===== src/rtl/ram2_arb_pkg.sv =====
// ---------------------------------------------------------------------------
// ram2_arb_pkg
// Shared constants and types for the two-requester RAM port arbiter.
//   NREQ, DW_DEF, AW_DEF, RD_LAT_DEF : default sizing of the arbiter slice
//   req_id_e                         : requester id encoding (REQ0 / REQ1)
//   rd_tag_t                         : read-return tag {vld, id, fwd, fdata}
// ---------------------------------------------------------------------------
package ram2_arb_pkg;

   localparam int NREQ       = 2;
   localparam int DW_DEF     = 8;
   localparam int AW_DEF     = 8;
   localparam int RD_LAT_DEF = 2;

   typedef enum logic {
      REQ0 = 1'b0,
      REQ1 = 1'b1
   } req_id_e;

   // The forwarded data field is sized for the default data width.
   // Wider or narrower builds are zero-extended or truncated at the boundary.
   typedef struct packed {
      logic              vld;
      req_id_e           id;
      logic              fwd;
      logic [DW_DEF-1:0] fdata;
   } rd_tag_t;

endpackage


===== src/rtl/rr_arb2.sv =====
// ---------------------------------------------------------------------------
// rr_arb2
// Two-input round-robin arbiter. The grant is combinational from the request
// and the last-granted pointer. Under contention the requester that was not
// granted last wins. The pointer follows every grant.
//   clk  in  1  clock
//   rst  in  1  asynchronous reset, active-high; forces gnt to 0 and clears
//               the pointer
//   req  in  2  request, bit i belongs to requester i
//   gnt  out 2  grant, one-hot or zero
// ---------------------------------------------------------------------------
module rr_arb2
   import ram2_arb_pkg::*;
(
   input  logic       clk,
   input  logic       rst,
   input  logic [1:0] req,
   output logic [1:0] gnt
);

   req_id_e ptr_q;
   req_id_e ptr_d;

   // Grant selection. A lone requester is granted at once, so it sees no
   // bubble. Contention goes to whichever side did not win last time. A
   // cleared pointer therefore hands the first contention to requester 1.
   always_comb begin
      gnt   = 2'b00;
      ptr_d = ptr_q;
      if (!rst) begin
         case (req)
            2'b01:   gnt = 2'b01;
            2'b10:   gnt = 2'b10;
            2'b11:   gnt = (ptr_q == REQ1) ? 2'b01 : 2'b10;
            default: gnt = 2'b00;
         endcase
      end
      if (gnt[1]) begin
         ptr_d = REQ1;
      end else if (gnt[0]) begin
         ptr_d = REQ0;
      end
   end

   // Last-granted pointer register.
   always_ff @(posedge clk or posedge rst) begin
      if (rst) begin
         ptr_q <= REQ0;
      end else begin
         ptr_q <= ptr_d;
      end
   end

endmodule


===== src/rtl/ram2_port_arbiter.sv =====
// ---------------------------------------------------------------------------
// ram2_port_arbiter
// Shares one simple dual-port RAM (one write port, one registered read port)
// between two requesters. Each RAM port has its own round-robin arbiter, so
// one write and one read can issue per cycle. Read returns are tagged by a
// shift register whose depth matches the RAM read latency.
//
// Optional build macro: RAM2_ARB_RAW_FWD_EN
//   When defined, a read that reaches the RAM on the same edge as a write to
//   the same address returns the new write data instead of the RAM output.
//
// Ports:
//   sclk          in  1      clock (also the RAM read/write clock)
//   srst          in  1      asynchronous reset, active-high
//   wr_req        in  2      write requests
//   wr_addr       in  2*AW   write addresses, requester i at [i*AW +: AW]
//   wr_data       in  2*DW   write data, requester i at [i*DW +: DW]
//   wr_gnt        out 2      write grant, one-hot or zero
//   rd_req        in  2      read requests
//   rd_addr       in  2*AW   read addresses, requester i at [i*AW +: AW]
//   rd_gnt        out 2      read grant, one-hot or zero
//   rd_valid      out 2      read-return strobe, one-hot or zero
//   rd_data       out DW     read-return data (holds when rd_valid is 0)
//   ram_data      out DW     RAM write data
//   ram_wraddress out AW     RAM write address
//   ram_wren      out 1      RAM write enable
//   ram_rdaddress out AW     RAM read address
//   ram_q         in  DW     RAM read data
// ---------------------------------------------------------------------------
module ram2_port_arbiter
   import ram2_arb_pkg::*;
#(
   parameter int DW     = DW_DEF,
   parameter int AW     = AW_DEF,
   parameter int RD_LAT = RD_LAT_DEF
) (
   input  logic            sclk,
   input  logic            srst,
   input  logic [1:0]      wr_req,
   input  logic [2*AW-1:0] wr_addr,
   input  logic [2*DW-1:0] wr_data,
   output logic [1:0]      wr_gnt,
   input  logic [1:0]      rd_req,
   input  logic [2*AW-1:0] rd_addr,
   output logic [1:0]      rd_gnt,
   output logic [1:0]      rd_valid,
   output logic [DW-1:0]   rd_data,
   output logic [DW-1:0]   ram_data,
   output logic [AW-1:0]   ram_wraddress,
   output logic            ram_wren,
   output logic [AW-1:0]   ram_rdaddress,
   input  logic [DW-1:0]   ram_q
);

   logic                ram_wren_q, ram_wren_d;
   logic [AW-1:0]       ram_wraddress_q, ram_wraddress_d;
   logic [DW-1:0]       ram_data_q, ram_data_d;
   logic [AW-1:0]       ram_rdaddress_q, ram_rdaddress_d;
   logic [DW-1:0]       rd_data_q, rd_data_d;
   rd_tag_t [RD_LAT:0]  tag_q;
   rd_tag_t [RD_LAT:0]  tag_d;
   rd_tag_t             ret_tag;

   rr_arb2 u_wr_arb (
      .clk (sclk),
      .rst (srst),
      .req (wr_req),
      .gnt (wr_gnt)
   );

   rr_arb2 u_rd_arb (
      .clk (sclk),
      .rst (srst),
      .req (rd_req),
      .gnt (rd_gnt)
   );

   // Write port: a grant loads the winner's address and data for the next
   // cycle. Address and data hold when idle, and the enable pulses only for
   // a granted write.
   always_comb begin
      ram_wren_d      = 1'b0;
      ram_wraddress_d = ram_wraddress_q;
      ram_data_d      = ram_data_q;
      if (wr_gnt[1]) begin
         ram_wren_d      = 1'b1;
         ram_wraddress_d = wr_addr[AW +: AW];
         ram_data_d      = wr_data[DW +: DW];
      end else if (wr_gnt[0]) begin
         ram_wren_d      = 1'b1;
         ram_wraddress_d = wr_addr[0 +: AW];
         ram_data_d      = wr_data[0 +: DW];
      end
   end

   // Read port and tag pipeline. Stage 0 lines up with the cycle in which
   // ram_rdaddress is presented. Stage RD_LAT lines up with the cycle in
   // which ram_q carries that read's data.
   always_comb begin
      ram_rdaddress_d = ram_rdaddress_q;
      if (rd_gnt[1]) begin
         ram_rdaddress_d = rd_addr[AW +: AW];
      end else if (rd_gnt[0]) begin
         ram_rdaddress_d = rd_addr[0 +: AW];
      end

      tag_d        = '0;
      tag_d[0].vld = |rd_gnt;
      tag_d[0].id  = rd_gnt[1] ? REQ1 : REQ0;
      for (int i = 1; i <= RD_LAT; i++) begin
         tag_d[i] = tag_q[i-1];
      end
`ifdef RAM2_ARB_RAW_FWD_EN
      // Stage 0 valid means the RAM samples this read on the coming edge.
      // If the registered write hits the same address on that edge, keep
      // the new data with the tag.
      if (tag_q[0].vld && ram_wren_q && (ram_wraddress_q == ram_rdaddress_q)) begin
         tag_d[1].fwd   = 1'b1;
         tag_d[1].fdata = DW_DEF'(ram_data_q);
      end
`endif
   end

   // Return side. rd_data is live when the last tag stage is valid and
   // otherwise repeats the last returned value.
   always_comb begin
      ret_tag   = tag_q[RD_LAT];
      rd_valid  = 2'b00;
      rd_data_d = rd_data_q;
      if (ret_tag.vld) begin
         rd_valid  = (ret_tag.id == REQ1) ? 2'b10 : 2'b01;
         rd_data_d = ret_tag.fwd ? DW'(ret_tag.fdata) : ram_q;
      end
   end

   // State registers. Reset flushes in-flight read tags and drops a pending
   // write enable at once.
   always_ff @(posedge sclk or posedge srst) begin
      if (srst) begin
         ram_wren_q      <= 1'b0;
         ram_wraddress_q <= '0;
         ram_data_q      <= '0;
         ram_rdaddress_q <= '0;
         rd_data_q       <= '0;
         tag_q           <= '0;
      end else begin
         ram_wren_q      <= ram_wren_d;
         ram_wraddress_q <= ram_wraddress_d;
         ram_data_q      <= ram_data_d;
         ram_rdaddress_q <= ram_rdaddress_d;
         rd_data_q       <= rd_data_d;
         tag_q           <= tag_d;
      end
   end

   assign ram_wren      = ram_wren_q;
   assign ram_wraddress = ram_wraddress_q;
   assign ram_data      = ram_data_q;
   assign ram_rdaddress = ram_rdaddress_q;
   assign rd_data       = rd_data_d;

endmodule


===== config.mk =====
export PLATFORM = sky130hd
export DESIGN_NAME = ram2_port_arbiter
export DESIGN_NICKNAME = d
export VERILOG_FILES = /design/src/rtl/ram2_arb_pkg.sv /design/src/rtl/rr_arb2.sv /design/src/rtl/ram2_port_arbiter.sv
export SDC_FILE = /design/constraint.sdc
export NUM_CORES = 1
export LEC_CHECK = 0
export BUFFER_PORTS_ARGS = -buffer_cell sky130_fd_sc_hd__buf_2
export CAP_MARGIN = 20
export CORE_MARGIN = 4
export CORE_UTILIZATION = 45
export DETAILED_ROUTE_END_ITERATION = 8
export PLACE_DENSITY = 0.82
export SLEW_MARGIN = 40
export SYNTH_ARGS = -nofsm -noshare
export SYNTH_HDL_FRONTEND = slang
export SYNTH_SLANG_ARGS = --single-unit

===== constraint.sdc =====
create_clock -name sclk -period 2.3 [get_ports sclk]
set_input_delay 0.115 -clock sclk [delete_from_list [all_inputs] [get_ports sclk]]
set_output_delay 0.115 -clock sclk [all_outputs]
set_load 0.05 [all_outputs]

Yosys cells after proc, flatten, opt, wreduce, memory -nomap -nowiden
Index checks and enable logic that the tools add are counted.
{ "classes": {"eq_ne": 6, "n_mux": 22, "n_reduce_logical": 3} }
{ "op_table": {"columns": ["op", "count"], "rows": [
  ["$mux 8", 7],
  ["$mux 2", 6],
  ["$pmux 2 s3", 2],
  ["$eq 2x2->1 const B", 4],
  ["$mux 1", 7],
  ["$eq 2x1->1 const B", 2],
  ["$reduce_bool 2->1", 2],
  ["$reduce_or 2->1", 1]
]} }
{ "word_totals": {"reg_bits": 41, "in_bits": 62, "word_cells": 44} }

Longest topological paths before layout
{ "depth": {"ltp_word": 5, "ltp_mapped": 5, "mapped_depth_nobuf": 3} }

Hierarchy
A second synthesis with hierarchy kept.
{ "hier_totals": {"hier_cells": 150, "area_unflattened_um2": 1765.4} }
{ "modules_own_cells": {"columns": ["mod", "n_inst", "cells_each", "area_each_um2"], "rows": [
  ["ram2_port_arbiter", 1, 132, 1607.8],
  ["rr_arb2", 2, 9, 78.8]
]} }

Worst setup path before layout
No wires, ideal clock.
{ "synth_path": {"path_type": "register to output", "start": "reg tag_q, in the netlist ret_tag[10]", "end": "out rd_valid[0]", "arrival_ns": 1.223, "path_slack_ns": 0.962, "path_stages_with_launch": 3, "path_buffers": 1, "path_cell_list": "dfrtp_1 -> buf_2 -> nor2b_1"} }
{ "synth_between": {"elab_chain_len": 1} }
{ "synth_lines": {"columns": ["item", "line_no", "rtl"], "rows": [
  ["from (decl)", "ram2_port_arbiter.sv:60", "rd_tag_t [RD_LAT:0] tag_q;"],
  ["from (signal assigned)", "ram2_port_arbiter.sv:152", "tag_q <= tag_d;"],
  ["$mux 2", "ram2_port_arbiter.sv:130", "if (ret_tag.vld) begin"],
  ["to (decl)", "ram2_port_arbiter.sv:46", "output logic [1:0] rd_valid,"]
]} }
No other way between the ends.

Final worst setup path
{ "layout_path": {"start": "in srst", "end": "out wr_gnt[0]"} }
{ "layout_between": {"elab_chain_len": 1} }
{ "layout_lines": {"columns": ["item", "line_no", "rtl"], "rows": [
  ["from (decl)", "ram2_port_arbiter.sv:38", "input logic srst,"],
  ["$mux 2", "rr_arb2.sv:30", "if (!rst) begin"],
  ["to (decl)", "ram2_port_arbiter.sv:42", "output logic [1:0] wr_gnt,"]
]} }
No other way between the ends.

==> metrics.md <==
| Metric | Value |
|---|---|
| Final cycle utilization of the critical path | between 90 and 100% |
| PwrDens | 897.1 nW/um^2 |
| Total grt overflow | 0 |
| Worst hold path class | in2reg |
| Drt first pass iters | 4 |
| Placer Congestion | 0.7391 |
| Post-synth top cells | dfrtp_1, a221o_1, and2_1 |
| Wire per inst | 14.16 um |
| Synth area leaders | dfrtp_1, a221o_1, and2_1, mux2_2, a31oi_1 |
| Pre-CTS worst setup slack | 0.7265 ns |
| Clock Tree Root | clkbuf_8 |
| CTS buffer count | 5 |
| Crit path max fanout | 17 |
| #FFs+latches synth | between 40 and 50 |
| Fmax | 0.4814 GHz |
| Share of cells above drive strength 1 | 48.99% |
| Clock Latency Late Sink | 0.29 ns |
| Cell area after synthesis | 1749 sq um |
| Final Total Pwr | 2129 uW |
| Final min period | roughly 2.1 ns |
| TritonCTS clock tree | yes |
| CP required | 2.18 ns |
| Placed Instances | roughly 290 |
| Lkg Pwr | 0.001202 uW |
| Die X | between 70 and 80 um |
| Worst setup margin | 0.2226 ns |
| Syn_nets | approximately 210 |
| Setup-failing EPs final | 0 |
| Vias | roughly 1500 |
| Final wirelength | 4.177 mm |
| Final Max Tran Viols | 0 |
| Synth Area per Inst | 11.90 sq um |
| Fillers | 315 |
| Die height | 70.35 um |
| Library cells used by synthesis | 22 |
| Slew @ Worst Pin | around 0.8 ns |
| Top_reg_cell synth | dfrtp_1 |
| Max Cap Viol | 0 |
| Area leader, netlist | dfrtp_1 |
| Clk buf depth | 2 |
| First-pass GRT wire length | 6.858 mm |
| Initial antenna violation count | 0 |
| Hold Fails Final Rpt | 0 |
| I/O Pins | 101 |
| Setup bufs post-CTS | 0 |
| Remaining antenna violation count after routing | 0 |
| Diodes inserted | 0 |
| Final std cells w/o fill | 295 |
| IO Port Bufs | 100 |
| Pin count of the biggest net entering global routing | 42 |
| GRT Resource Usage Total | 17.36% |
| Setup CP Type | in2out |
| Initial Util | a little under half |
| FP Rows | 22 |
| Yosys warning total | 0 |
| DRT iter0 DRCs | 91 |
| P&R area growth vs syn | 35.69% |
| Critical path startpoint category | input pin |
| Worst-path clk slew | 0.07 ns |
| H-tree depth | 2 |
| Maximum VDD drop | 0.5120 mV |
| Number of synthesized flops with an enable pin | 0 |
| Setup TNS | 0 ns |
| DP Wirelength | 3.193 mm |
| Async SR Flop Fraction | 100.0% |
| Synthesized instance count | 147 |
| Vias in the first global route | 1487 |
| Most instantiated library cell after synthesis | dfrtp_1 |
| Register area share after synthesis | between 50 and 60% |
| TritonCTS Sinks | 41 |
| Crit end category | output port |
| Nets | 308 |
| Die area | 4948 sq um |
| Layout Skew | between 0.004 and 0.005 ns |
| Arr. time, crit path | 1.96 ns |
| Worst rel slew slack | 46.55% |
| Top-area cell type share of the netlist area | 58.66% |
| Number of remaining DRC errors | 0 |
| Via density | slightly above 5 |
| Core footprint | 3716 sq um |
| Result of the run | completed |
| RSZ-0062 raised after global routing | false |
==> kinds of logic after synthesis <==
| family | Yosys count | share of synthesized area, % |
|---|---|---|
| compound gates | 39 | 17.38 |
| buf+inv | 15 | 5.293 |
| flops | 41 | 58.65 |
| mux | 8 | 5.150 |
| simple gates | 44 | 13.52 |
==> registers in the layout (all words and copies together), names as in the netlist <==
| signal | cells |
|---|---|
| ram_data | 8 |
| u_wr_arb.ptr_q | 1 |
| u_rd_arb.ptr_q | 1 |
| ret_tag | 2 |
| tag_d | 4 |
| ram_wraddress | 8 |
| ram_rdaddress | 8 |
| ram_wren | 1 |
| rd_data_q | 8 |
==> timing repair <==
action | 4_1_cts | 5_1_grt
gates resized for setup | 0 | 0
endpoints found under the hold margin | 41 | 0
setup endpoints to repair | 0 | 0
hold buffers | 1 | 0
==> final timing paths <==
| path | from | endpoint | slack (ns) | cells after the start |
|---|---|---|---|---|
| max in group asynchronous | srst | rd_data_q[5]$_DFF_PP0_ | 1.43 | 4 |
| max reg2reg | u_wr_arb.ptr_q$_DFFE_PP0P_ | ram_data[5]$_DFFE_PP0P_ | 0.86 | 3 |
| min | wr_data[10] | ram_data[2]$_DFFE_PP0P_ | 0.05 | 2 |
| max | srst | wr_gnt[0] | 0.22 | 5 |
| min in group asynchronous | srst | ram_data[1]$_DFFE_PP0P_ | 0.53 | 4 |
| min reg2reg | tag_d[32]$_DFF_PP0_ | ret_tag[10]$_DFF_PP0_ | 0.35 | 0 |
==> cell usage in the layout (no fill, tap or decap), drive strengths merged, types with 3 or more instances in the layout <==
master and n:
dfrtp 41, a21oi 3, nand2b 4, and2 18, a221o 16, clkbuf 7, a31oi 8, nand2 3
nand3 8, inv 3, o21ai 10, nor2 9, buf 102, mux2 8
==> critical path, cell delays in order <==
cell,delay [ns]
dlygate4sd3_1,0.53
buf_2,0.15
nand2b_1,0.17
a21oi_2,0.60
buf_2,0.39
==> power breakdown <==
group	internal (uW)	total [uW]	leakage [uW]	switching, uW
clock	354	580	0.0000585	226
combinational	194	683	0.000650	488
sequential	819	867	0.000493	48.1
==> layer usage <==
layer / track usage [%] / vias to the layer above / share of wire, %
met5: 0 / - / 0
met4: 4.468 / 0 / 1.0
met3: 5.468 / 6 / 8.0
met2: 27.86 / 58 / 49
met1: 22.73 / 719 / 42
li1: - / 721 / -
==> through the flow <==
stage / util [%] / cell area, sq um / hold WS (ns)
after CTS: 63.87 / 2374 / 0.04259
after floorplan: - / 1749 / 0.2599
after global routing: 63.87 / 2374 / 0.05026
after global placement: 60.47 / 2247 / 0.2999
after detailed placement: 60.47 / 2247 / 0.3050
final: 63.87 / 2374 / 0.04903
==> area by class of cell <==
cell class                      instances  area [sq um]  share of cell area (%)
Clock buffer                            7         86.33                   3.637
Sequential cell                        41          1026                   43.23
Clock inverter                          1         30.03                   1.265
Multi-Input combinational cell         91         630.6                   26.57
Tap cell                               48         60.06                   2.530
Inverter                                4         15.01                  0.6326
Timing Repair Buffer                  103         525.5                   22.14
Power figures use the tool's default switching activity.
